$ cat config.mk
export PLATFORM = sky130hd
export DESIGN_NAME = mtx_res_collector
export DESIGN_NICKNAME = d
export VERILOG_FILES = /design/src/rtl/mtx_res_collector.sv
export SDC_FILE = /design/constraint.sdc
export NUM_CORES = 1
export LEC_CHECK = 0
export BUFFER_PORTS_ARGS = -buffer_cell sky130_fd_sc_hd__buf_4
export CORE_AREA = 8 8 441 443
export CTS_BUF_LIST = sky130_fd_sc_hd__clkbuf_8 sky130_fd_sc_hd__clkbuf_16
export CTS_CLUSTER_SIZE = 12
export DETAILED_ROUTE_END_ITERATION = 6
export DIE_AREA = 0 0 449 451
export PLACE_DENSITY = 0.31
export SKIP_LAST_GASP = 1
export SLEW_MARGIN = 20
export SYNTH_ARGS = -nofsm -noshare
export SYNTH_HDL_FRONTEND = slang
export SYNTH_SLANG_ARGS = --single-unit
$ cat constraint.sdc
create_clock -name clk -period 3.3 [get_ports clk]
set_input_delay 0.165 -clock clk [delete_from_list [all_inputs] [get_ports clk]]
set_output_delay 0.165 -clock clk [all_outputs]
set_load 0.005 [all_outputs]
$ cat src/rtl/mtx_res_collector.sv
// rtl/mtx_res_collector.sv - round-robin merge of per-channel result streams into one tagged output
module mtx_res_collector #(
    parameter int NUM_CH        = 32,
    parameter int DATA_WIDTH    = 32,
    localparam int CH_ID_WIDTH  = $clog2(NUM_CH)
) (
    input  logic                           clk,
    input  logic                           reset_n,
    input  logic [NUM_CH-1:0]              ch_valid,
    input  logic [NUM_CH*DATA_WIDTH-1:0]   ch_data,
    output logic [NUM_CH-1:0]              ch_ready,
    output logic                           out_valid,
    output logic [DATA_WIDTH-1:0]          out_data,
    output logic [CH_ID_WIDTH-1:0]         out_ch,
    input  logic                           out_ready,
    output logic [31:0]                    beat_cnt
);

    // Output register occupancy
    localparam logic [0:0] ST_EMPTY = 1'b0;
    localparam logic [0:0] ST_FULL  = 1'b1;

    localparam logic [CH_ID_WIDTH-1:0] LAST_CH = CH_ID_WIDTH'(NUM_CH - 1);

    logic [0:0]             state_q, state_d;
    logic [DATA_WIDTH-1:0]  data_q,  data_d;
    logic [CH_ID_WIDTH-1:0] ch_q,    ch_d;
    logic [CH_ID_WIDTH-1:0] ptr_q,   ptr_d;
    logic [31:0]            beat_q,  beat_d;

    logic [DATA_WIDTH-1:0]  data_arr [NUM_CH];
    logic [NUM_CH-1:0]      hi_mask;
    logic [NUM_CH-1:0]      hi_valid;
    logic [CH_ID_WIDTH-1:0] hi_idx;
    logic [CH_ID_WIDTH-1:0] lo_idx;
    logic [CH_ID_WIDTH-1:0] grant_idx;
    logic                   any_valid;
    logic                   reg_free;
    logic                   chan_hs;
    logic                   out_hs;

    // Unpack the flat channel data bus into one word per channel
    always_comb begin
        for (int i = 0; i < NUM_CH; i++) begin
            data_arr[i] = ch_data[i*DATA_WIDTH +: DATA_WIDTH];
        end
    end

    // Channels at or above the pointer get first pick; the rest are the wrap-around tail
    always_comb begin
        hi_mask = '0;
        for (int i = 0; i < NUM_CH; i++) begin
            hi_mask[i] = (CH_ID_WIDTH'(i) >= ptr_q);
        end
        hi_valid = ch_valid & hi_mask;
    end

    // Lowest-index search in both halves; scanning downward leaves the lowest hit
    always_comb begin
        hi_idx = '0;
        lo_idx = '0;
        for (int i = NUM_CH - 1; i >= 0; i--) begin
            if (hi_valid[i]) begin
                hi_idx = CH_ID_WIDTH'(i);
            end
            if (ch_valid[i]) begin
                lo_idx = CH_ID_WIDTH'(i);
            end
        end
    end

    // Grant selection and handshake qualifiers; out_ready feeds ch_ready through reg_free
    always_comb begin
        any_valid = |ch_valid;
        grant_idx = (|hi_valid) ? hi_idx : lo_idx;
        reg_free  = (state_q == ST_EMPTY) || out_ready;
        chan_hs   = reset_n && reg_free && any_valid;
        out_hs    = (state_q == ST_FULL) && out_ready;
    end

    // One-hot accept toward the granted channel, zero when nothing can be taken
    always_comb begin
        ch_ready = '0;
        if (chan_hs) begin
            ch_ready[grant_idx] = 1'b1;
        end
    end

    // Next-state: reload on a channel handshake, drain on an output-only handshake
    always_comb begin
        state_d = state_q;
        data_d  = data_q;
        ch_d    = ch_q;
        ptr_d   = ptr_q;
        beat_d  = beat_q;
        if (out_hs) begin
            beat_d = beat_q + 32'd1;
        end
        if (chan_hs) begin
            state_d = ST_FULL;
            data_d  = data_arr[grant_idx];
            ch_d    = grant_idx;
            ptr_d   = (grant_idx == LAST_CH) ? '0 : grant_idx + CH_ID_WIDTH'(1);
        end else if (out_hs) begin
            state_d = ST_EMPTY;
        end
    end

    // State registers; reset drops any held beat without counting it
    always_ff @(posedge clk) begin
        if (!reset_n) begin
            state_q <= ST_EMPTY;
            data_q  <= '0;
            ch_q    <= '0;
            ptr_q   <= '0;
            beat_q  <= '0;
        end else begin
            state_q <= state_d;
            data_q  <= data_d;
            ch_q    <= ch_d;
            ptr_q   <= ptr_d;
            beat_q  <= beat_d;
        end
    end

    assign out_valid = (state_q == ST_FULL);
    assign out_data  = data_q;
    assign out_ch    = ch_q;
    assign beat_cnt  = beat_q;

endmodule

Yosys cells after proc, flatten, opt, wreduce, memory -nomap -nowiden. Cells that the tools add are included.

Flip-flop bits (word level): 75. Input port bits: 1059. Output and inout bits: 102. Logic and storage cells: 128.

$add $sub $neg: 2. Order comparisons: 35. Eq/ne operators: 1. Muxes and demuxes: 74. Bitwise operators: 3. Reduce and logical (&&, ||, !) cells: 8.

Operators by type and width (number): 2-to-1 mux 5 bit (66); binary-select mux 32 bit (select 5 bit) (1); 2-to-1 mux 32 bit (3); >= comparator 5 bit (first input constant) (16); OR reduction 32 bit (2); >= comparator 4 x 5 -> 1 bit (first input constant) (8); adder 32 x 1 -> 32 bit (second input constant) (1); bitwise AND 32 bit (1); >= comparator 3 x 5 -> 1 bit (first input constant) (4); >= comparator 1 x 5 -> 1 bit (first input constant) (2); >= comparator 2 x 5 -> 1 bit (first input constant) (2); >= comparator 6 bit (second input constant) (1); less-than comparator 5 x 6 -> 1 bit (second input constant) (1); inverter 5 -> 6 bit (1); adder 5 x 1 -> 5 bit (second input constant) (1); demux 1 bit (select 5 bit) (1); equality test 5 bit (second input constant) (1); >= comparator 5 x 1 -> 1 bit (second input constant) (1); logical AND 1 bit (4); 2-to-1 mux 1 bit (3); nonzero test 2 bit (1); logical OR 1 bit (1); inverter 1 bit (1).

Logic depth before layout (Yosys ltp).
Depth in word-level cells: 40. Mapped depth: 20. Gate-level depth less buffers: 14.

Worst setup path after synthesis. Ideal clock, no wire load.

Path kind: register to register. From: register ptr_q[1]. To: register ptr_q[3]. Data arrival time: 3437 ps. Setup slack: -254 ps. Cell stages (with the launch flop): 19. Buffers on the path: 6. Clock period less this slack: 3554 ps. Cells stage by stage: dfxtp_1 > buf_4 > buf_6 > a21oi_1 > o211a_1 > a211oi_4 > nand3b_4 > nor4_4 > nor2_1 > inv_2 > buf_6 > buf_6 > buf_4 > buf_4 > ha_1 > nor3b_1 > ha_1 > nor2_1 > a32o_1.

Cells in the longest elaborated chain, start to end: 37.

RTL lines: from (decl) (RTL line 28) `logic [CH_ID_WIDTH-1:0] ptr_q, ptr_d;`; from (signal assigned) (RTL line 121) `ptr_q <= ptr_d;`; >= comparator 5 bit (RTL line 53) `hi_mask[i] = (CH_ID_WIDTH'(i) >= ptr_q);`; bitwise AND 32 bit (*) (RTL line 55) `hi_valid = ch_valid & hi_mask;`; 2-to-1 mux 5 bit (32 in series) (RTL line 63) `if (hi_valid[i]) begin`; 2-to-1 mux 5 bit (*) (RTL line 75) `grant_idx = (|hi_valid) ? hi_idx : lo_idx;`; named net grant_idx[1] (RTL line 36) `logic [CH_ID_WIDTH-1:0] grant_idx;`; adder 5 x 1 -> 5 bit or equality test 5 bit (tied branches) (RTL line 103) `ptr_d = (grant_idx == LAST_CH) ? '0 : grant_idx + CH_ID_WIDTH'(1);`; 2-to-1 mux 5 bit (*) (RTL line 103).

The timed path passes the listed nets; every way through them passes the cells marked *. A chain may end at the register's enable or synchronous reset.

Worst setup path in the final report.
From: register ptr_q[0]. To: register data_q[1], in the netlist out_data[1].

Cells in the longest elaborated chain, start to end: 39.

RTL lines: >= comparator 5 bit (RTL line 53); bitwise AND 32 bit (*) (RTL line 55); 2-to-1 mux 5 bit (32 in series) (RTL line 63); 2-to-1 mux 5 bit (*) (RTL line 75); inverter 5 -> 6 bit (implied by the code) (*) (RTL line 101) `data_d = data_arr[grant_idx];`; binary-select mux 32 bit (select 5 bit) (*) (RTL line 101); 2-to-1 mux 32 bit (implied by the code) (*) (2 in series) (RTL line 101); to (signal assigned) (RTL line 119) `data_q <= data_d;`; to (decl) (RTL line 26) `logic [DATA_WIDTH-1:0] data_q, data_d;`.

Mark *: on every way between the ends. The rest lies on a longest branch, timed or not. The select of a mux whose other input is x is not followed.

==> results_dict.tcl <==
set metrics [dict create \
    grt_pass1_vias 24500 \
    final_util 0.190 \
    fmax_mhz 258 \
    slowest_stage "nor4_4" \
    clock_path_buffers 2 \
    path_class "register to register" \
    max_stage_delay_ps 440 \
    drc_errors 0 \
    grt.met1_usage 0.219 \
    path_cells "buf_8 -> a21oi_1 -> o211a_4 -> a211oi_4 -> nand3b_4 -> buf_6 -> nor4_4 -> nor2_4 -> inv_8 -> buf_16 -> buf_12 -> buf_16 -> mux2i_4 -> buf_4 -> o22ai_2 -> nor4_4 -> buf_4 -> a31oi_1" \
    crit_required_ps 3600 \
    grt_usage 0.180 \
    synth_cell_types 95 \
    final_cell_mix "buf_4 (1,634), nand2_1 (282), mux2i_1 (220)" \
    tightestPinTransition_ps 993 \
    die_w_um 449 \
    synth_area_leaders "mux2i_1 (22%), dfxtp_1 (11%), nand2_1 (7.8%)" \
    netlist_instances 1988 \
    layout_commonest_cell "buf_4" \
    dr.pass1.iters 5 \
    period_share 1.17 \
    synth_area_per_cell_um2 7.01 \
    r2r-end "out_data[1]" \
    postLayoutCellArea_um2 35500 \
    finClkSkew_ps 24.5 \
    power_leakage_uw 0.0149 \
    path_max_fanout 11 \
    maxCapViolations 0 \
    cellPowerDensity_nw_per_um2 395 \
    cts-root-buf "clkbuf_16" \
    placed_area_um2 29400 \
    area_growth_pct 155 \
    ir_worst_vdd_mv 0.353 \
    antenna_found_initial 68 \
    rows 159 \
    synthesis.nets 3054 \
    synth_seq_cells 75 \
    hold_viol 0 \
    path_clk_slew_ps 100 \
    vias 24000 \
    post_drt_wl_per_cell_um 32.3 \
    drtAntennaViolNets 0 \
    drtIter0Drc 1681 \
    cts_max_level 3 \
    fin_ws_ps -572 \
    synth-edff-count 0 \
    hold-path-cell-count 5 \
    drv_slew 0 \
    hpwl_mm 168 \
    status "finished, violations left" \
    avgViaCountPerCell 3.89 \
    end_kind "register" \
    critPathBufInv 8 \
    critPathArrivalTime_ps 4170 \
    cts-buffers-inserted 9 \
    grt_use_met2 0.325 \
    totalWireLength_mm 199 \
    io_buffers 1160 \
    use_met3 0.0416 \
    grt_max_degree 57 \
    synth_largest_area_cell "mux2i_1" \
    yosysTopAreaCellShare 0.220 \
    hold_buffers 0 \
    rsz0062_at_grt "true" \
    hp-start "ch_data[407]" \
    setup_violations 69 \
    hold_class "input pin to register" \
    violations "negative setup slack" \
    grt_first_pass_wirelength_mm 246 \
    drive_gt1_frac 0.625 \
    ios 1161 \
    die_area_um2 202000 \
    fp.dieH_um 451 \
    yosysWarnings 0 \
    clk_latency_ps 440 \
    initial_utilization 0.0745 \
    reg2reg_depth 18 \
    r2r-start "ptr_q[0]" \
    holdPathEnd "out_data[23]" \
    place.gp.congestion 0.908 \
    grt-ovfl-total 0 \
    core_area_um2 187000 \
    nFillCells 21200 \
    busiest_layer "met2" \
    synth_top_flop_cell "dfxtp_1" \
    synth-seq-area-share 0.108 \
    cts_tree "done" \
    synth.cell_area_um2 13900 \
    slew_headroom 0.338 \
    clkSinkCount 75 \
    r2r_slack_ps -570 \
    period_needed_ps 3870 \
    fin_nets 4713 \
    cp_top_family "buffers and inverters" \
    synth-async-reset-ratio 0 \
    start_kind "register" \
]
==> worst max-delay path by stage <==
stage | end | cells past startpoint | slack [ps] | from
floorplan | ptr_q[3] | 18 | 30 | ptr_q[1]
global placement | out_data[24] | 15 | -1320 | ptr_q[2]
detailed placement | out_data[27] | 15 | -1180 | ptr_q[1]
CTS | out_data[27] | 15 | -580 | ptr_q[1]
global route | out_data[1] | 18 | -690 | ptr_q[1]
finish | out_data[1] | 18 | -570 | ptr_q[0]
==> cell type report <==
class / count / area, um^2 / area share
clock buffers: 9 / 225 / 0.00635
diodes: 15 / 37.5 / 0.00106
well taps: 2495 / 3120 / 0.0880
multi-input cells: 1707 / 14400 / 0.406
clock inverters: 7 / 95.1 / 0.00268
flip-flops and latches: 75 / 1520 / 0.0428
repair buffers: 1841 / 16000 / 0.451
inverters: 13 / 68.8 / 0.00194
==> worst register-to-register path, cell delays in order, from the launching register on <==
cell      delay [ps]
dfxtp_4          400
buf_8            150
a21oi_1           90
o211a_4          260
a211oi_4         280
nand3b_4         160
buf_6            150
nor4_4           310
nor2_4            90
inv_8            140
buf_16           180
buf_12           170
buf_16           140
mux2i_4          250
buf_4            180
o22ai_2          100
nor4_4           440
buf_4            190
a31oi_1           70
==> state kept, by name (all words and copies together), names as in the netlist <==
name       count
out_ch         5
ptr_q          5
out_valid      1
beat_cnt      32
out_data      32
==> timing repair <==
item,4_1_cts,5_1_grt
hold endpoints to repair,0,0
endpoints found under the setup margin,69,71
resized for setup,287,455
gates cloned,12,15
pin swaps,27,103
setup buffers,77,114
==> kinds of logic after synthesis <==
family | count (synthesis) | synth area share
AOI/OAI and AO/OA | 637 | 0.304
xor gates and xnor gates | 30 | 0.0189
adders and majority gates | 7 | 0.00628
buffers and inverters | 207 | 0.0776
DFF | 75 | 0.108
muxes | 343 | 0.250
and+or+nand+nor | 689 | 0.236
==> stage by stage <==
stage          hold slack, ps  worst slack (ps)  power (uW)  setup TNS [ps]  cells
2_1_floorplan             406              25.3        4630               0   1988
3_3_place_gp              467             -1320        9760          -48300   5927
3_5_place_dp              466             -1180        9720          -46300   5927
4_1_cts                  83.5              -583       12500          -33060   6030
5_1_grt                   135              -691       14700          -38210   6158
6_report                  151              -572       14000          -29740   6162
==> routing by layer <==
| layer | up-vias | share of wire |
|---|---|---|
| met5 | - | 0.00098 |
| met4 | 30 | 0.018 |
| met3 | 187 | 0.060 |
| met2 | 937 | 0.51 |
| met1 | 11900 | 0.41 |
| li1 | 11000 | - |
==> cell usage after synthesis (9+ instances only) <==
| master | count |
|---|---|
| nand4_1 | 13 |
| dfxtp_1 | 75 |
| o2111a_1 | 12 |
| mux2_1 | 11 |
| a21o_1 | 17 |
| a2111oi_0 | 50 |
| o21ai_0 | 118 |
| nor4_1 | 31 |
| xnor2_1 | 14 |
| nand2_1 | 291 |
| o22ai_1 | 100 |
| nor3_1 | 14 |
| a21oi_1 | 130 |
| buf_2 | 51 |
| and2_1 | 17 |
| and3_1 | 9 |
| nand3_1 | 175 |
| mux2i_1 | 307 |
| o221ai_1 | 9 |
| buf_6 | 14 |
| clkbuf_1 | 86 |
| a32oi_1 | 9 |
| a211oi_1 | 30 |
| inv_1 | 10 |
| nand2b_1 | 9 |
| mux2_2 | 25 |
| a31oi_1 | 65 |
| nor2_1 | 78 |
| xor2_1 | 16 |
| buf_4 | 36 |
==> where the power goes <==
group	total (uW)	internal [uW]	leakage, uW	switching [uW]
Clock	1290	612	0.000157	681
Combinational	11600	5700	0.0141	5900
Sequential	1120	1020	0.000621	106
Total	14000	7320	0.0149	6680
Note: power is estimated with default switching activity, not from simulation.
